**src/rtl/pipelined_rc_adder.sv**
```systemverilog
// Pipelined ripple-carry adder/subtractor.
// The operands are cut into SEG-bit segments; stage k ripples segment k and
// registers it, while the untouched upper segments of a and b' travel along
// in skew registers. Each stage holds one transaction, so STAGES are in flight.
//
// Handshake: a transfer happens on any rising edge where valid && ready.
// Stage k advances when it is valid and the stage after it is empty or
// advancing; the last stage advances when out_valid && out_ready.
// in_ready = !valid_0 || advance_0, so it depends combinationally on out_ready
// and on stage state, never on in_valid. Empty slots are filled even while
// the head is stalled (bubble collapse), and a stalled last stage holds
// sum/cout/ovf steady.
module pipelined_rc_adder #(
  parameter int WIDTH = 32,
  parameter int SEG   = 8
) (
  input  logic             clk,
  input  logic             rst_n,
  input  logic             in_valid,
  output logic             in_ready,
  input  logic [WIDTH-1:0] a,
  input  logic [WIDTH-1:0] b,
  input  logic             cin,
  input  logic             sub,
  output logic             out_valid,
  input  logic             out_ready,
  output logic [WIDTH-1:0] sum,
  output logic             cout,
  output logic             ovf
);

  localparam int STAGES = WIDTH / SEG;

  if ((SEG < 1) || (STAGES < 1) || ((WIDTH % SEG) != 0)) begin : g_param_check
    $error("pipelined_rc_adder: WIDTH must be a non-zero multiple of SEG");
  end

  // Per-stage registers: valid, operands (b already conditioned), partial sum,
  // carry out of the stage's segment and carry into the segment's top bit.
  logic [STAGES-1:0] r_v;
  logic [WIDTH-1:0]  r_a [STAGES];
  logic [WIDTH-1:0]  r_b [STAGES];
  logic [WIDTH-1:0]  r_s [STAGES];
  logic [STAGES-1:0] r_c;
  logic [STAGES-1:0] r_cm;

  // Inputs seen by each stage's segment adder and what it produces.
  logic [WIDTH-1:0]  w_a_in  [STAGES];
  logic [WIDTH-1:0]  w_b_in  [STAGES];
  logic [WIDTH-1:0]  w_s_in  [STAGES];
  logic [STAGES-1:0] w_c_in;
  logic [WIDTH-1:0]  w_s_out [STAGES];
  logic [STAGES-1:0] w_c_out;
  logic [STAGES-1:0] w_cm_out;

  // Flow control.
  logic [STAGES-1:0] w_adv;
  logic [STAGES-1:0] w_load;
  logic              w_in_ready;

  // Stage 0 takes conditioned port operands; later stages take the skewed copy.
  always_comb begin
    w_a_in[0] = a;
    w_b_in[0] = b ^ {WIDTH{sub}};
    w_s_in[0] = '0;
    w_c_in    = '0;
    w_c_in[0] = cin ^ sub;
    for (int k = 1; k < STAGES; k++) begin
      w_a_in[k] = r_a[k-1];
      w_b_in[k] = r_b[k-1];
      w_s_in[k] = r_s[k-1];
      w_c_in[k] = r_c[k-1];
    end
  end

  // Each stage ripples only its own SEG-bit segment through a full-adder chain.
  always_comb begin
    logic             c_run;
    logic             cm_run;
    logic [WIDTH-1:0] s_run;
    w_c_out  = '0;
    w_cm_out = '0;
    for (int k = 0; k < STAGES; k++) begin
      c_run  = w_c_in[k];
      cm_run = 1'b0;
      s_run  = w_s_in[k];
      for (int i = 0; i < SEG; i++) begin
        if (i == SEG - 1) begin
          cm_run = c_run;
        end
        s_run[k*SEG+i] = w_a_in[k][k*SEG+i] ^ w_b_in[k][k*SEG+i] ^ c_run;
        c_run = (w_a_in[k][k*SEG+i] & w_b_in[k][k*SEG+i]) |
                (c_run & (w_a_in[k][k*SEG+i] ^ w_b_in[k][k*SEG+i]));
      end
      w_s_out[k]  = s_run;
      w_c_out[k]  = c_run;
      w_cm_out[k] = cm_run;
    end
  end

  // Advance is resolved from the head backwards so empty slots absorb stalls.
  always_comb begin
    logic [STAGES-1:0] adv_run;
    logic [STAGES-1:0] load_run;
    logic              rdy_run;
    adv_run             = '0;
    adv_run[STAGES-1]   = r_v[STAGES-1] && out_ready;
    for (int k = STAGES - 2; k >= 0; k--) begin
      adv_run[k] = r_v[k] && (!r_v[k+1] || adv_run[k+1]);
    end
    rdy_run     = !r_v[0] || adv_run[0];
    load_run    = '0;
    load_run[0] = in_valid && rdy_run;
    for (int k = 1; k < STAGES; k++) begin
      load_run[k] = adv_run[k-1];
    end
    w_adv      = adv_run;
    w_load     = load_run;
    w_in_ready = rdy_run;
  end

  // Stage registers: load when the upstream hands over, else drain or hold.
  always_ff @(posedge clk or negedge rst_n) begin
    if (!rst_n) begin
      r_v  <= '0;
      r_c  <= '0;
      r_cm <= '0;
      for (int k = 0; k < STAGES; k++) begin
        r_a[k] <= '0;
        r_b[k] <= '0;
        r_s[k] <= '0;
      end
    end else begin
      for (int k = 0; k < STAGES; k++) begin
        if (w_load[k]) begin
          r_v[k]  <= 1'b1;
          r_a[k]  <= w_a_in[k];
          r_b[k]  <= w_b_in[k];
          r_s[k]  <= w_s_out[k];
          r_c[k]  <= w_c_out[k];
          r_cm[k] <= w_cm_out[k];
        end else if (w_adv[k]) begin
          r_v[k] <= 1'b0;
        end
      end
    end
  end

  assign in_ready  = w_in_ready;
  assign out_valid = r_v[STAGES-1];
  assign sum       = r_s[STAGES-1];
  assign cout      = r_c[STAGES-1];
  assign ovf       = r_cm[STAGES-1] ^ r_c[STAGES-1];

endmodule

```
**config.mk**
```make
export PLATFORM = sky130hd
export DESIGN_NAME = pipelined_rc_adder
export DESIGN_NICKNAME = d
export VERILOG_FILES = /design/src/rtl/pipelined_rc_adder.sv
export SDC_FILE = /design/constraint.sdc
export NUM_CORES = 1
export LEC_CHECK = 0
export CORE_UTILIZATION = 50
export CTS_CLUSTER_DIAMETER = 50
export DETAILED_ROUTE_END_ITERATION = 10
export GPL_TIMING_DRIVEN = 0
export PLACE_DENSITY = 0.77
export SLEW_MARGIN = 20
export SYNTH_ARGS = -nofsm -noshare
export SYNTH_HDL_FRONTEND = slang
export SYNTH_SLANG_ARGS = --single-unit
```
**constraint.sdc**
```tcl
create_clock -name clk -period 3.4 [get_ports clk]
set_input_delay 0.51 -clock clk [delete_from_list [all_inputs] [get_ports clk]]
set_output_delay 0.51 -clock clk [all_outputs]
set_load 0.01 [all_outputs]
```
==> impl_metrics.py <==
metrics = {
    "run_status": {
        "status": "finished with violations",
        "violations": "negative setup slack",
    },
    "pwr": {
        "powerDensity_nw_per_um2": 803.9,
        "leakagePower_nw": 4.589,
        "irDropWorstVdd_mv": 0.4283,
    },
    "sta": {
        "hold_viol": 0,
        "setup_viol": 4,
        "setup_tns_ps": -522.8,
        "rsz0062_at_grt": "true",
        "fin_crit_sh": 1.086,
        "max_freq_mhz": 270.9,
        "drv_slew": 0,
        "setup_ws_ps": -291.6,
        "relSlewSlack": 0.5364,
        "tightest_slew_ps": 695.4,
        "finClkSkew_ps": 6.708,
        "period_needed_ps": 3692,
    },
    "hold_path": {
        "hp-class": "in2async",
    },
    "worst_setup_path": {
        "crit_buf_inv": 3,
        "worstSetupStartpoint": "sub",
        "cpMostUsedCell": "fa_2",
        "reg2reg_from": "r_a[104]$_DFFE_PN0P_",
        "cp_top_family": "adder cells",
        "worstPathArrival_ps": 4010,
        "crit_type": "in2reg",
        "required_ps": 3710,
        "endpoint_kind": "register",
        "crit_fanout": 15,
        "critPathSlowestCell": "fa_2",
        "slowest_delay_ps": 430,
        "crit_chain": "clkbuf_16, xor2_4, fa_2, inv_2, fa_2, fa_2, fa_2, fa_2, fa_2, fa_2, inv_2, fa_2, mux2_4",
        "start_kind": "primary input",
    },
    "clocking": {
        "cts_root_buf": "clkbuf_16",
        "insertion_delay_ps": 430,
        "clkTransAtPathRegs_ps": 60,
        "cts_sinks": 185,
        "hold_buffers": 0,
        "cts_made_buffers": 17,
        "tritoncts": "built",
        "htree_levels": 4,
        "cts_buffer_depth": 2,
    },
    "synthesis": {
        "syn_area_um2": 8275,
        "synth_top_area_share": 0.5594,
        "synthCells": 550,
        "ys_ff_latch": 185,
        "ys.flop_type": "dfrtp_1",
        "synth_area_leaders": "dfrtp_1 (56%), mux2_2 (19%), fa_1 (7.7%)",
        "syn-num-nets": 652,
        "synth.most_common_cell": "dfrtp_1",
        "synthArstFlopShare": 1.000,
        "synth_cell_types": 19,
        "synth_area_per_cell_um2": 15.05,
        "synth_edf_count": 0,
        "synth_common_cells": "dfrtp_1 (185), mux2_2 (137), inv_1 (41)",
        "yosysTopAreaCell": "dfrtp_1",
        "yosysWarnings": 0,
        "seq_area_frac_synth": 0.5594,
    },
    "global_route": {
        "overflow": 0,
        "antenna_found_initial": 0,
        "grt_max_degree": 95,
        "grt_usage": 0.2061,
        "grt_first_pass_wirelength_mm": 25.71,
        "grt_pass1_vias": 5010,
    },
    "finish": {
        "fill_cells": 1171,
        "diodes": 0,
        "final_nets": 777,
        "postLayoutCellArea_um2": 10390,
        "area_growth_pct": 25.60,
        "multi_input_area_um2": 3211,
        "seq_area_um2": 4629,
        "drive_above_1_share": 0.4201,
    },
    "floorplan": {
        "rows": 46,
        "ios": 106,
        "die-height_um": 130.7,
        "core_um2": 16000,
        "die_w_um": 130.7,
        "start_util": 0.5172,
        "dieArea_um2": 17070,
    },
    "routing": {
        "firstDrtPassIters": 4,
        "wl_per_cell_um": 17.15,
        "via_count": 4529,
        "antenna_left": 0,
        "avgViaCountPerCell": 5.010,
        "first_iter_violations": 179,
        "drc": 0,
        "wirelength_mm": 15.50,
    },
    "placed_design": {
        "placed_area_um2": 9716,
        "portBuffers": 104,
        "gp_congestion": 0.7304,
        "dpl.hpwl_mm": 10.91,
    },
    "flow_run": {
        "max_cap_viol_count": 0,
    },
}
[timing repair]
action / 4_1_cts / 5_1_grt
resized for setup: 20 / 9
endpoints found under the setup margin: 9 / 9
pin swaps: 6 / 4
setup buffers: 2 / 0
[sequential cells by signal, summed over array words and instances, names as in the netlist]
name  flops
r_s      48
r_a      48
sum      32
r_c       4
r_cm      1
r_b      48
r_v       4
[final cells by class]
cell class,count,share of cell area
clock buffers,20,0.04394
clock inverters,12,0.01890
multi-input cells,269,0.3089
well taps,216,0.02600
plain buffers,54,0.03804
repair buffers,107,0.1040
inverters,41,0.01481
flip-flops and latches,185,0.4454
[power breakdown]
part           internal [mW]  leakage [nW]  switching, mW
logic                   1.70          2.11           1.01
clock network           1.34         0.312          0.809
registers               3.02          2.17          0.477
[cell families after synthesis]
| logic type | count (synthesis) | synth area share |
|---|---|---|
| flip-flops | 185 | 0.5594 |
| multiplexers | 172 | 0.2421 |
| buffers and inverters | 96 | 0.06441 |
| XOR/XNOR | 34 | 0.03598 |
| adder cells (fa/ha/maj) | 32 | 0.07741 |
| AO/OA/AOI/OAI | 19 | 0.01225 |
| AND/OR/NAND/NOR | 12 | 0.008467 |
[layout by cell type, fill, tap and decap left out, drive strengths merged]
cell type	Yosys	layout
a21boi	1	1
and4b	1	1
buf	52	55
bufinv	0	5
clkbuf	3	25
clkdlybuf4s50	0	100
clkinv	0	4
clkinvlp	0	3
dfrtp	185	185
dlymetal6s2s	0	1
fa	32	32
inv	41	41
mux2	159	159
mux2i	13	13
nand2	5	5
nand2b	4	4
nand3b	1	1
nand4b	1	1
o21ai	18	18
xnor2	8	8
xor2	26	26
[stage by stage]
step,setup WS [ps],total power [mW],hold WS [ps],cells,utilization
global placement,-5350,6.030,482.7,870,0.6052
global route,-366.9,8.899,132.0,904,0.6496
finish,-291.6,8.355,74.02,904,0.6496
detailed placement,-1099,6.225,490.1,871,0.6072
floorplan,-678.0,5.153,214.4,550,-
CTS,-390.1,8.458,109.9,905,0.6503
[path summary, 6_finish.rpt]
path                                         to  slack (ps)  cells after the start
min reg2reg                 r_s[37]$_DFFE_PN0P_         500                      1
max reg2reg                 r_s[79]$_DFFE_PN0P_         -90                     12
max                        r_s[103]$_DFFE_PN0P_        -290                     13
min                          sum[3]$_DFFE_PN0P_          70                      1
min in group clk            r_s[37]$_DFFE_PN0P_         500                      1
max in group asynchronous   r_a[80]$_DFFE_PN0P_        2450                      2
[routing by layer]
metal  global-route usage  share of wire  wire, um
met5                    0              0         0
met2               0.3505           0.51      7909
met4              0.08316          0.020       305
met1               0.2584           0.43      6729
met3              0.04316          0.036       557
Power figures use the tool's default switching activity.
